===== src/rtl/fault_manager_multich.sv =====
// Multi-channel fault manager for the step-down converter power stages.
// Each channel has a detect synchroniser with debounce, a leaky-bucket
// current-limit counter, and an OFF/RUN/HICCUP/LATCHED fault FSM with a
// bounded hiccup auto-retry. tmi[4:0] selects test modes.
module fault_manager_multich #(
  parameter int unsigned NCH       = 4,
  parameter int unsigned DEB_CNT   = 8,
  parameter int unsigned ILIM_MAX  = 32,
  parameter int unsigned RETRY_CYC = 512,
  parameter int unsigned MAX_RETRY = 3
) (
  input  logic             CLK_FAULT,
  input  logic             PORB97836,
  input  logic [NCH-1:0]   enable_fault,
  input  logic [NCH-1:0]   detect,
  input  logic [NCH-1:0]   current_limit,
  input  logic             hiccup_en,
  input  logic             clear_fault,
  input  logic [4:0]       tmi,
  output logic [NCH-1:0]   enable,
  output logic [NCH-1:0]   ok_fault,
  output logic [NCH-1:0]   fault_short,
  output logic [2*NCH-1:0] fault_cause,
  output logic             fault_any
);

  localparam int unsigned DW = $clog2(DEB_CNT + 1);
  localparam int unsigned BW = $clog2(ILIM_MAX + 1);
  localparam int unsigned TW = $clog2(RETRY_CYC + 1);
  localparam int unsigned RW = (MAX_RETRY > 0) ? $clog2(MAX_RETRY + 1) : 1;

  localparam logic [DW-1:0] DEB_MAX = DW'(DEB_CNT);
  localparam logic [BW-1:0] BKT_MAX = BW'(ILIM_MAX);
  localparam logic [RW-1:0] RTY_MAX = RW'(MAX_RETRY);

  localparam logic [4:0] TMI_FORCE   = 5'b10001;
  localparam logic [4:0] TMI_NODEB   = 5'b10010;
  localparam logic [4:0] TMI_FASTRTY = 5'b10011;

  typedef enum logic [1:0] {
    ST_OFF     = 2'd0,
    ST_RUN     = 2'd1,
    ST_HICCUP  = 2'd2,
    ST_LATCHED = 2'd3
  } state_e;

  state_e                 state_q [NCH];
  state_e                 state_d [NCH];
  logic [NCH-1:0]         sync1_q, sync1_d, sync2_q, sync2_d;
  logic [NCH-1:0][DW-1:0] deb_q, deb_d;
  logic [NCH-1:0][BW-1:0] bkt_q, bkt_d, bkt_nxt;
  logic [NCH-1:0][TW-1:0] tmr_q, tmr_d;
  logic [NCH-1:0][RW-1:0] rty_q, rty_d;
  logic [NCH-1:0][1:0]    cause_q, cause_d;
  logic [NCH-1:0]         enable_q, enable_d, ok_q, ok_d, fs_q, fs_d;
  logic                   fault_any_q, fault_any_d;
  logic [NCH-1:0]         short_trip, ilim_trip, run_stay;
  logic                   force_trip;
  logic [DW-1:0]          deb_lim;
  logic [TW-1:0]          tmr_last;

  // Test-mode decode: applies to the very next edge, limits compared with >=
  always_comb begin
    force_trip = (tmi == TMI_FORCE);
    deb_lim    = (tmi == TMI_NODEB) ? DW'(1) : DEB_MAX;
    tmr_last   = (tmi == TMI_FASTRTY) ? TW'(15) : TW'(RETRY_CYC - 1);
  end

  // Trip conditions: short uses the registered debounce count (one edge of
  // latency), current limit uses the bucket value being written this edge
  always_comb begin
    bkt_nxt    = '0;
    short_trip = '0;
    ilim_trip  = '0;
    for (int unsigned i = 0; i < NCH; i++) begin
      if (current_limit[i]) begin
        bkt_nxt[i] = (bkt_q[i] == BKT_MAX) ? bkt_q[i] : bkt_q[i] + BW'(1);
      end else begin
        bkt_nxt[i] = (bkt_q[i] == '0) ? '0 : bkt_q[i] - BW'(1);
      end
      short_trip[i] = (deb_q[i] >= deb_lim) || force_trip;
      ilim_trip[i]  = (bkt_nxt[i] >= BKT_MAX);
    end
  end

  // Next-state logic per channel; enable_fault=0 overrides everything
  always_comb begin
    for (int unsigned i = 0; i < NCH; i++) begin
      state_d[i] = state_q[i];
      case (state_q[i])
        ST_OFF:     if (enable_fault[i]) state_d[i] = ST_RUN;
        ST_RUN: begin
          if (short_trip[i] || ilim_trip[i]) begin
            if (hiccup_en && ((MAX_RETRY == 0) || (rty_q[i] < RTY_MAX))) begin
              state_d[i] = ST_HICCUP;
            end else begin
              state_d[i] = ST_LATCHED;
            end
          end
        end
        ST_HICCUP:  if (tmr_q[i] >= tmr_last) state_d[i] = ST_RUN;
        ST_LATCHED: if (clear_fault) state_d[i] = ST_OFF;
        default:    state_d[i] = ST_OFF;
      endcase
      if (!enable_fault[i]) state_d[i] = ST_OFF;
    end
  end

  // Counters and cause bits; debounce and bucket only run while staying in RUN
  always_comb begin
    sync1_d  = detect;
    sync2_d  = sync1_q;
    run_stay = '0;
    deb_d    = '0;
    bkt_d    = '0;
    tmr_d    = '0;
    rty_d    = rty_q;
    cause_d  = cause_q;
    for (int unsigned i = 0; i < NCH; i++) begin
      run_stay[i] = (state_q[i] == ST_RUN) && (state_d[i] == ST_RUN);
      if (run_stay[i] && sync2_q[i]) begin
        deb_d[i] = (deb_q[i] == DEB_MAX) ? deb_q[i] : deb_q[i] + DW'(1);
      end
      if (run_stay[i]) bkt_d[i] = bkt_nxt[i];
      if ((state_q[i] == ST_HICCUP) && (state_d[i] == ST_HICCUP)) begin
        tmr_d[i] = tmr_q[i] + TW'(1);
      end
      if (state_d[i] == ST_OFF) begin
        rty_d[i]   = '0;
        cause_d[i] = '0;
      end else if ((state_q[i] == ST_RUN) && (state_d[i] != ST_RUN)) begin
        cause_d[i] = cause_q[i] | {ilim_trip[i], short_trip[i]};
        if ((state_d[i] == ST_HICCUP) && (MAX_RETRY != 0)) begin
          rty_d[i] = rty_q[i] + RW'(1);
        end
      end
    end
  end

  // Output decode from the next state so registered outputs align with state
  always_comb begin
    enable_d = '0;
    ok_d     = '0;
    fs_d     = '0;
    for (int unsigned i = 0; i < NCH; i++) begin
      enable_d[i] = (state_d[i] == ST_RUN);
      ok_d[i]     = (state_d[i] == ST_RUN) && !sync2_d[i];
      fs_d[i]     = (state_d[i] == ST_HICCUP) || (state_d[i] == ST_LATCHED);
    end
    fault_any_d = |fs_d;
  end

  // State, counter and output registers
  always_ff @(posedge CLK_FAULT or negedge PORB97836) begin
    if (!PORB97836) begin
      for (int unsigned i = 0; i < NCH; i++) state_q[i] <= ST_OFF;
      sync1_q     <= '0;
      sync2_q     <= '0;
      deb_q       <= '0;
      bkt_q       <= '0;
      tmr_q       <= '0;
      rty_q       <= '0;
      cause_q     <= '0;
      enable_q    <= '0;
      ok_q        <= '0;
      fs_q        <= '0;
      fault_any_q <= 1'b0;
    end else begin
      for (int unsigned i = 0; i < NCH; i++) state_q[i] <= state_d[i];
      sync1_q     <= sync1_d;
      sync2_q     <= sync2_d;
      deb_q       <= deb_d;
      bkt_q       <= bkt_d;
      tmr_q       <= tmr_d;
      rty_q       <= rty_d;
      cause_q     <= cause_d;
      enable_q    <= enable_d;
      ok_q        <= ok_d;
      fs_q        <= fs_d;
      fault_any_q <= fault_any_d;
    end
  end

  assign enable      = enable_q;
  assign ok_fault    = ok_q;
  assign fault_short = fs_q;
  assign fault_cause = cause_q;
  assign fault_any   = fault_any_q;

endmodule


===== config.mk =====
export PLATFORM = sky130hd
export DESIGN_NAME = fault_manager_multich
export DESIGN_NICKNAME = d
export VERILOG_FILES = /design/src/rtl/fault_manager_multich.sv
export SDC_FILE = /design/constraint.sdc
export NUM_CORES = 1
export LEC_CHECK = 0
export CAP_MARGIN = 20
export CELL_PAD_IN_SITES_DETAIL_PLACEMENT = 1
export CELL_PAD_IN_SITES_GLOBAL_PLACEMENT = 1
export CORE_AREA = 2 2 142 144
export DETAILED_ROUTE_END_ITERATION = 12
export DIE_AREA = 0 0 144 146
export HOLD_SLACK_MARGIN = 0.02
export PLACE_DENSITY_LB_ADDON = 0.1
export SETUP_SLACK_MARGIN = 0.2
export SLEW_MARGIN = 20
export SYNTH_ARGS = -nofsm -noshare
export SYNTH_HDL_FRONTEND = slang
export SYNTH_SLANG_ARGS = --single-unit
export TNS_END_PERCENT = 50

===== constraint.sdc =====
create_clock -name CLK_FAULT -period 2.93 [get_ports CLK_FAULT]
set_input_delay 0.293 -clock CLK_FAULT [delete_from_list [all_inputs] [get_ports CLK_FAULT]]
set_output_delay 0.293 -clock CLK_FAULT [all_outputs]
set_load 0.05 [all_outputs]

==> out/metrics.cfg, run 1 <==
[hold_path]
hp-start = detect[2]
min_to = sync1_q[2]
hp-class = input pin to flip-flop
holdPathStages = 1

[synthesis]
synth-edff-count = 0
synth_area_leaders = dfrtp_1, ha_1, nor2_1, a21oi_1, xor2_1
syn_inst = 706
ys_seq_area_frac = 0.451
postSynthAreaPerCell_um2 = 9.81
synth_most_common_cell = dfrtp_1
ys.flop_type = dfrtp_1
synth_top_area_frac = 0.451
synthTopCellsByCount = dfrtp_1, nor2_1, ha_1
ys_types = 71
ys_ff_latch = 125
synth_top_cell_by_area = dfrtp_1
syn_area_um2 = 6930
synth-async-reset-ratio = 1.00
synth_warnings = 0

[placement]
hpwl_um = 12600
gp_congestion = 0.812
dp.cells = 1042
port-buffer-count = 41

[cells_and_area]
post-route-util = 0.449
fin_nets = 881
drive_above_1_share = 0.133
area_delta_synth_final_pct = 25.3
fillers = 2188
final_cell_count_no_fill = 1082
antenna_cells = 0
multi_input_area_um2 = 3660
seqCellArea_um2 = 3130

[sta]
setup_viol = 0
whs_ns = 0.303
max_freq_ghz = 0.381
hold_violations = 0
post-route-period-util = 0.897
maxSlewViolCount = 0
grt_setup_unrepaired = yes
worstMarginPinSlew_ns = 0.623
min_period_ns = 2.63
relSlewSlack = 0.581
fin_worst_skew_ns = 0.00995

[worst_setup_path]
critPathMaxStageDelay_ns = 0.52
rrSetupSlack_ns = 0.30
r2r_end = fault_any
path_cells = inv_1, ha_4, or4b_1, a211o_1, nor2_2, o211a_1, inv_2, or4_1
r2r_cells = 8
crit_family = simple AND/OR/NAND/NOR gates
r2r_start = deb_q[8]
critPathRequiredTime_ns = 3.23
cp_max_fo = 3
worst-path-stages = 8
worstPathArrival_ns = 2.93
crit_path_end_kind = flip-flop
cpMaxStageDelayCell = or4b_1
crit_path_start_kind = flip-flop
critPathKind = flip-flop to flip-flop
path_buf_inv = 2

[clock_network]
numCtsBuffers = 17
clockBufferDepth = 2
cts_tree = done
root_buffer = clkbuf_16
clk_latency_ns = 0.43
clk_pin_slew_ns = 0.06
clkSinkCount = 125
cts_htree_levels = 4

[route]
drc_errors = 0
via_count = 5549
routedWlPerCell_um = 16.3
ant_nets = 0
vias_per_cell = 5.13
drtIter0Drc = 143
wirelength_um = 17600
firstDrtPassIters = 4

[power]
irDropWorstVdd_mv = 0.423
leakage_nw = 4.02
power_density_nw_per_um2 = 586
total_power_mw = 5.09

[grt]
antenna_found_initial = 0
grt-ovfl-total = 0
grt_max_degree = 67
grt_pass1_wl_um = 30000
track_usage = 0.181
grt_pass1_vias = 6074

[status]
status = finished, final reports clean

[floorplanning]
die_w_um = 144
dieArea_um2 = 21000
core_um2 = 19300
start_util = 0.358
num_io_pins = 42
rows = 51
die_y_um = 146

[run]
cap_violations = 0

-- worst reg2reg max path: stages, from the launching register on --
cell and delay (ns):
dfrtp_1 0.41, inv_1 0.17, ha_4 0.22, or4b_1 0.52
a211o_1 0.33, nor2_2 0.13, o211a_1 0.19, inv_2 0.05
or4_1 0.49
-- stage by stage --
step	worst slack, ns	area [um^2]	TNS [ns]
3_3_place_gp	-0.385	7960	-15.93
6_report	0.303	8680	0
2_1_floorplan	0.201	6970	0
5_1_grt	0.193	8680	0
3_5_place_dp	-0.458	7960	-21.37
4_1_cts	0.227	8630	0
-- registers in the layout, indices dropped and copies added, names as in the netlist --
register and cells:
deb_q 16, fault_any 1, bkt_q 24, sync2_q 4, rty_q 8, fault_short 4, enable 4, state_q 8
fault_cause 8, ok_fault 4, tmr_q 40, sync1_q 4
-- logic make-up after synthesis --
family | Yosys count | synth area share
buffers and inverters | 60 | 0.0339
AND/OR/NAND/NOR | 273 | 0.207
flip-flops | 125 | 0.451
multiplexers | 12 | 0.0173
adder cells (fa/ha/maj) | 56 | 0.101
XOR/XNOR | 46 | 0.0581
AO/OA/AOI/OAI | 133 | 0.130
other | 1 | 0.000541
-- metal layers --
layer,up-vias,part of all wire,GRT usage
met5,-,0,0
met4,0,0.022,0.0711
met3,29,0.023,0.0382
met2,56,0.50,0.310
met1,2770,0.45,0.221
li1,2694,-,-
-- final cells by class --
| type | instances | area share |
|---|---|---|
| clock buffers | 21 | 0.0542 |
| clock inverters | 11 | 0.0154 |
| multi-input cells | 524 | 0.422 |
| flip-flops and latches | 125 | 0.360 |
| inverters | 47 | 0.0203 |
| well taps | 265 | 0.0382 |
| repair buffers | 89 | 0.0895 |
-- worst max path at each step --
| stage | from | endpoint | slack [ns] |
|---|---|---|---|
| floorplan | tmi[3] | fault_any | 0.20 |
| detailed placement | tmi[3] | bkt_q[20] | -0.46 |
| finish | deb_q[8] | fault_any | 0.30 |
| CTS | tmi[1] | fault_any | 0.23 |
| global placement | tmi[3] | fault_any | -0.39 |
| global route | deb_q[8] | fault_any | 0.19 |
-- timing repair --
item                                    in CTS  in global routing
gates resized for setup                      9                 15
hold buffers                                 1                  0
hold endpoints to repair                    31                  0
endpoints found under the setup margin      56                 30
pin swaps                                    8                 10
buffers inserted                             3                  4
-- cells in the final DEF, fill, tap and decap left out, types with 21 or more instances in the layout --
| cell | Yosys | routed |
|---|---|---|
| o21ai_0 | 24 | 24 |
| nand2_1 | 38 | 37 |
| clkdlybuf4s50_1 | 0 | 35 |
| ha_1 | 56 | 54 |
| xor2_1 | 25 | 25 |
| buf_4 | 0 | 46 |
| a21oi_1 | 45 | 45 |
| inv_1 | 45 | 45 |
| nand3_1 | 38 | 38 |
| nor2_1 | 79 | 78 |
| dfrtp_1 | 125 | 124 |
| xnor2_1 | 21 | 21 |
-- report_power, final --
| group | internal (mW) | switching, mW |
|---|---|---|
| registers | 1.83 | 0.116 |
| clock network | 1.33 | 0.827 |
| logic | 0.390 | 0.594 |
Power figures use the tool's default switching activity.
==> run 2: changes to the inputs <==
Settings changed: CORE_AREA 2 2 142 144 to 2 2 144 146, DIE_AREA 0 0 144 146 to 0 0 146 148.
==> run 2 against run 1 <==
Effect of this change: critical path depth increased by 5; highest routed layer unchanged; first-iteration DRC count grew 32%; routed wire length fell by 1.9%; design area rose by 0.79%.
==> out/metrics.cfg, run 2 (synthesis results as in run 1) <==
[status]
status = finished, final reports clean

[power]
clockPowerShare = 0.438  ; +0.015
switching_share = 0.290  ; -0.0119
pwr-share-seq = 0.373  ; -0.010
combPwrFrac = 0.189  ; -0.004
power_density_nw_per_um2 = 597  ; +1.9%
p_int_mw = 3.71  ; +4.4%
leakage_nw = 4.05  ; +0.92%
irDropWorstVdd_mv = 0.339  ; -20%
p_switching_mw = 1.52  ; -1.3%

[sta]
setup_viol = 0  ; unchanged
max_freq_ghz = 0.373  ; -2.0%
worstMarginPinSlew_ns = 0.604  ; -0.0193 ns
grt_setup_unrepaired = yes
fin_worst_skew_ns = 0.00950  ; -0.000447 ns
min_period_ns = 2.68  ; +0.0547 ns
post-route-period-util = 0.915  ; +0.0187
finalSetupTns_ns = 0  ; unchanged
hold_violations = 0  ; unchanged
relSlewSlack = 0.598  ; +0.0161
maxSlewViolCount = 0  ; unchanged

[grt]
grt-ovfl-total = 0  ; unchanged
antenna_found_initial = 0  ; unchanged
grt_pass1_wl_um = 30000  ; about the same
grt_pass1_vias = 6132  ; +0.95%
grt_max_degree = 60  ; -10%
track_usage = 0.171  ; -0.00964

[floorplanning]
rows = 52  ; +2.0%
core_um2 = 20000  ; +3.6%
num_io_pins = 42  ; unchanged
start_util = 0.346  ; -0.0126
die_w_um = 146  ; +1.4%
die_y_um = 148  ; +1.4%
dieArea_um2 = 21600  ; +2.8%

[cells_and_area]
final_cell_mix = dfrtp_1, nor2_1, ha_1, buf_4
finalInstanceArea_um2 = 8750  ; +0.79%
area_delta_synth_final_pct = 26.3
top_register = tmr_q
layout_commonest_cell = dfrtp_1
fillers = 2308  ; +5.5%
final_cell_count_no_fill = 1092  ; +0.92%
fin_nets = 886  ; +0.57%
largestRegisters = tmr_q x40, bkt_q x24, deb_q x16
largest_reg_flops = 40  ; unchanged
drive_above_1_share = 0.137  ; +0.00405
antenna_cells = 0  ; unchanged

[route]
wirelength_um = 17300  ; -1.9%
drc_errors = 0  ; unchanged
drtIter0Drc = 189  ; +32%
vias_per_cell = 5.07  ; -1.2%
ant_nets = 0  ; unchanged
routedWlPerCell_um = 15.8  ; -2.8%
firstDrtPassIters = 4  ; unchanged
via_count = 5534  ; -0.27%

[worst_setup_path]
critPathRequiredTime_ns = 3.21  ; -0.02 ns
critPathKind = input pin to flip-flop
crit_path_start_kind = input pin
crit_path_end_kind = flip-flop
worstPathArrival_ns = 2.97  ; +0.04 ns
cp_max_fo = 3  ; unchanged

[placement]
hpwl_um = 12700  ; +0.74%
gp_congestion = 0.806  ; -0.68%
port-buffer-count = 41  ; unchanged
dp.cells = 1053  ; +1.1%
placed_area_um2 = 8010  ; +0.64%

[clock_network]
cts_htree_levels = 4  ; unchanged
root_buffer = clkbuf_16
clk_pin_slew_ns = 0.06  ; about the same
clockBufferDepth = 2  ; unchanged
numCtsBuffers = 17  ; unchanged
clk_latency_ns = 0.42  ; about the same
cts_tree = done
clkSinkCount = 125  ; unchanged

[run]
cap_violations = 0  ; unchanged

[hold_path]
hp-class = input pin to flip-flop

## run 2: path summary, 6_finish.rpt
check,from,endpoint,slack [ns],cells after the start
setup / recovery,tmi[3],fault_any,0.25,13
hold / removal,detect[2],sync1_q[2],0.31,1
setup reg to reg,deb_q[12],fault_any,0.32,7
hold reg to reg,sync1_q[3],sync2_q[3],0.39,0
max in group asynchronous,PORB97836,tmr_q[37],1.72,3
min in group asynchronous,PORB97836,tmr_q[7],0.42,2
## run 2: power by group through the flow
| stage | registers, mW | logic [mW] | clock network, mW |
|---|---|---|---|
| after floorplan | 2.09 | 0.458 | 0 |
| after global placement | 1.98 | 0.953 | 0 |
| after detailed placement | 1.98 | 0.974 | 0 |
| after CTS | 1.95 | 0.989 | 2.35 |
| after global routing | 1.97 | 1.10 | 2.45 |
| final | 1.95 | 0.987 | 2.29 |
## run 2: final cells by class
class	instances	area, um^2	area share
repair buffers	94	823	0.0941
inverters	47	176	0.0202
clock buffers	20	457	0.0522
flip-flops and latches	125	3130	0.358
well taps	270	338	0.0386
clock inverters	12	184	0.0210
multi-input cells	524	3640	0.416
## run 2: critical path, stage by stage
cell	delay, ns
buf_6	0.09
nor3b_4	0.25
nand2_2	0.09
nor2_4	0.14
buf_6	0.13
buf_6	0.10
ha_4	0.18
or4b_1	0.50
a211o_1	0.36
nor2_4	0.15
o21a_4	0.14
inv_2	0.03
or4_1	0.51
## run 2: repair_timing
item | 4_1_cts | 5_1_grt
hold endpoints to repair | 41 | 0
gates resized for setup | 15 | 12
hold buffers | 1 | 0
setup buffers | 4 | 2
pin swaps | 8 | 11
endpoints found under the setup margin | 62 | 24
## run 2: metal layers
| metal | routed length (um) | global-route usage |
|---|---|---|
| met5 | 0 | 0 |
| met4 | 117 | 0.0422 |
| met3 | 423 | 0.0448 |
| met2 | 8710 | 0.302 |
| met1 | 8030 | 0.210 |
## run 2: per-stage QoR
stage	hold WS (ns)	setup WS, ns	utilization	total power, mW
after global routing	0.301	0.152	0.437	5.52
after CTS	0.292	0.207	0.434	5.30
final	0.313	0.248	0.437	5.23
after global placement	0.337	-0.414	0.400	2.93
after floorplan	-0.00259	0.201	-	2.55
after detailed placement	0.341	-0.445	0.400	2.95
==> run 3: changes to the inputs <==
Settings changed: CTS_CLUSTER_SIZE from default to 12.
==> results of run 3 <==
No change in the layout: final DEF, timing and power equal those of run 2.
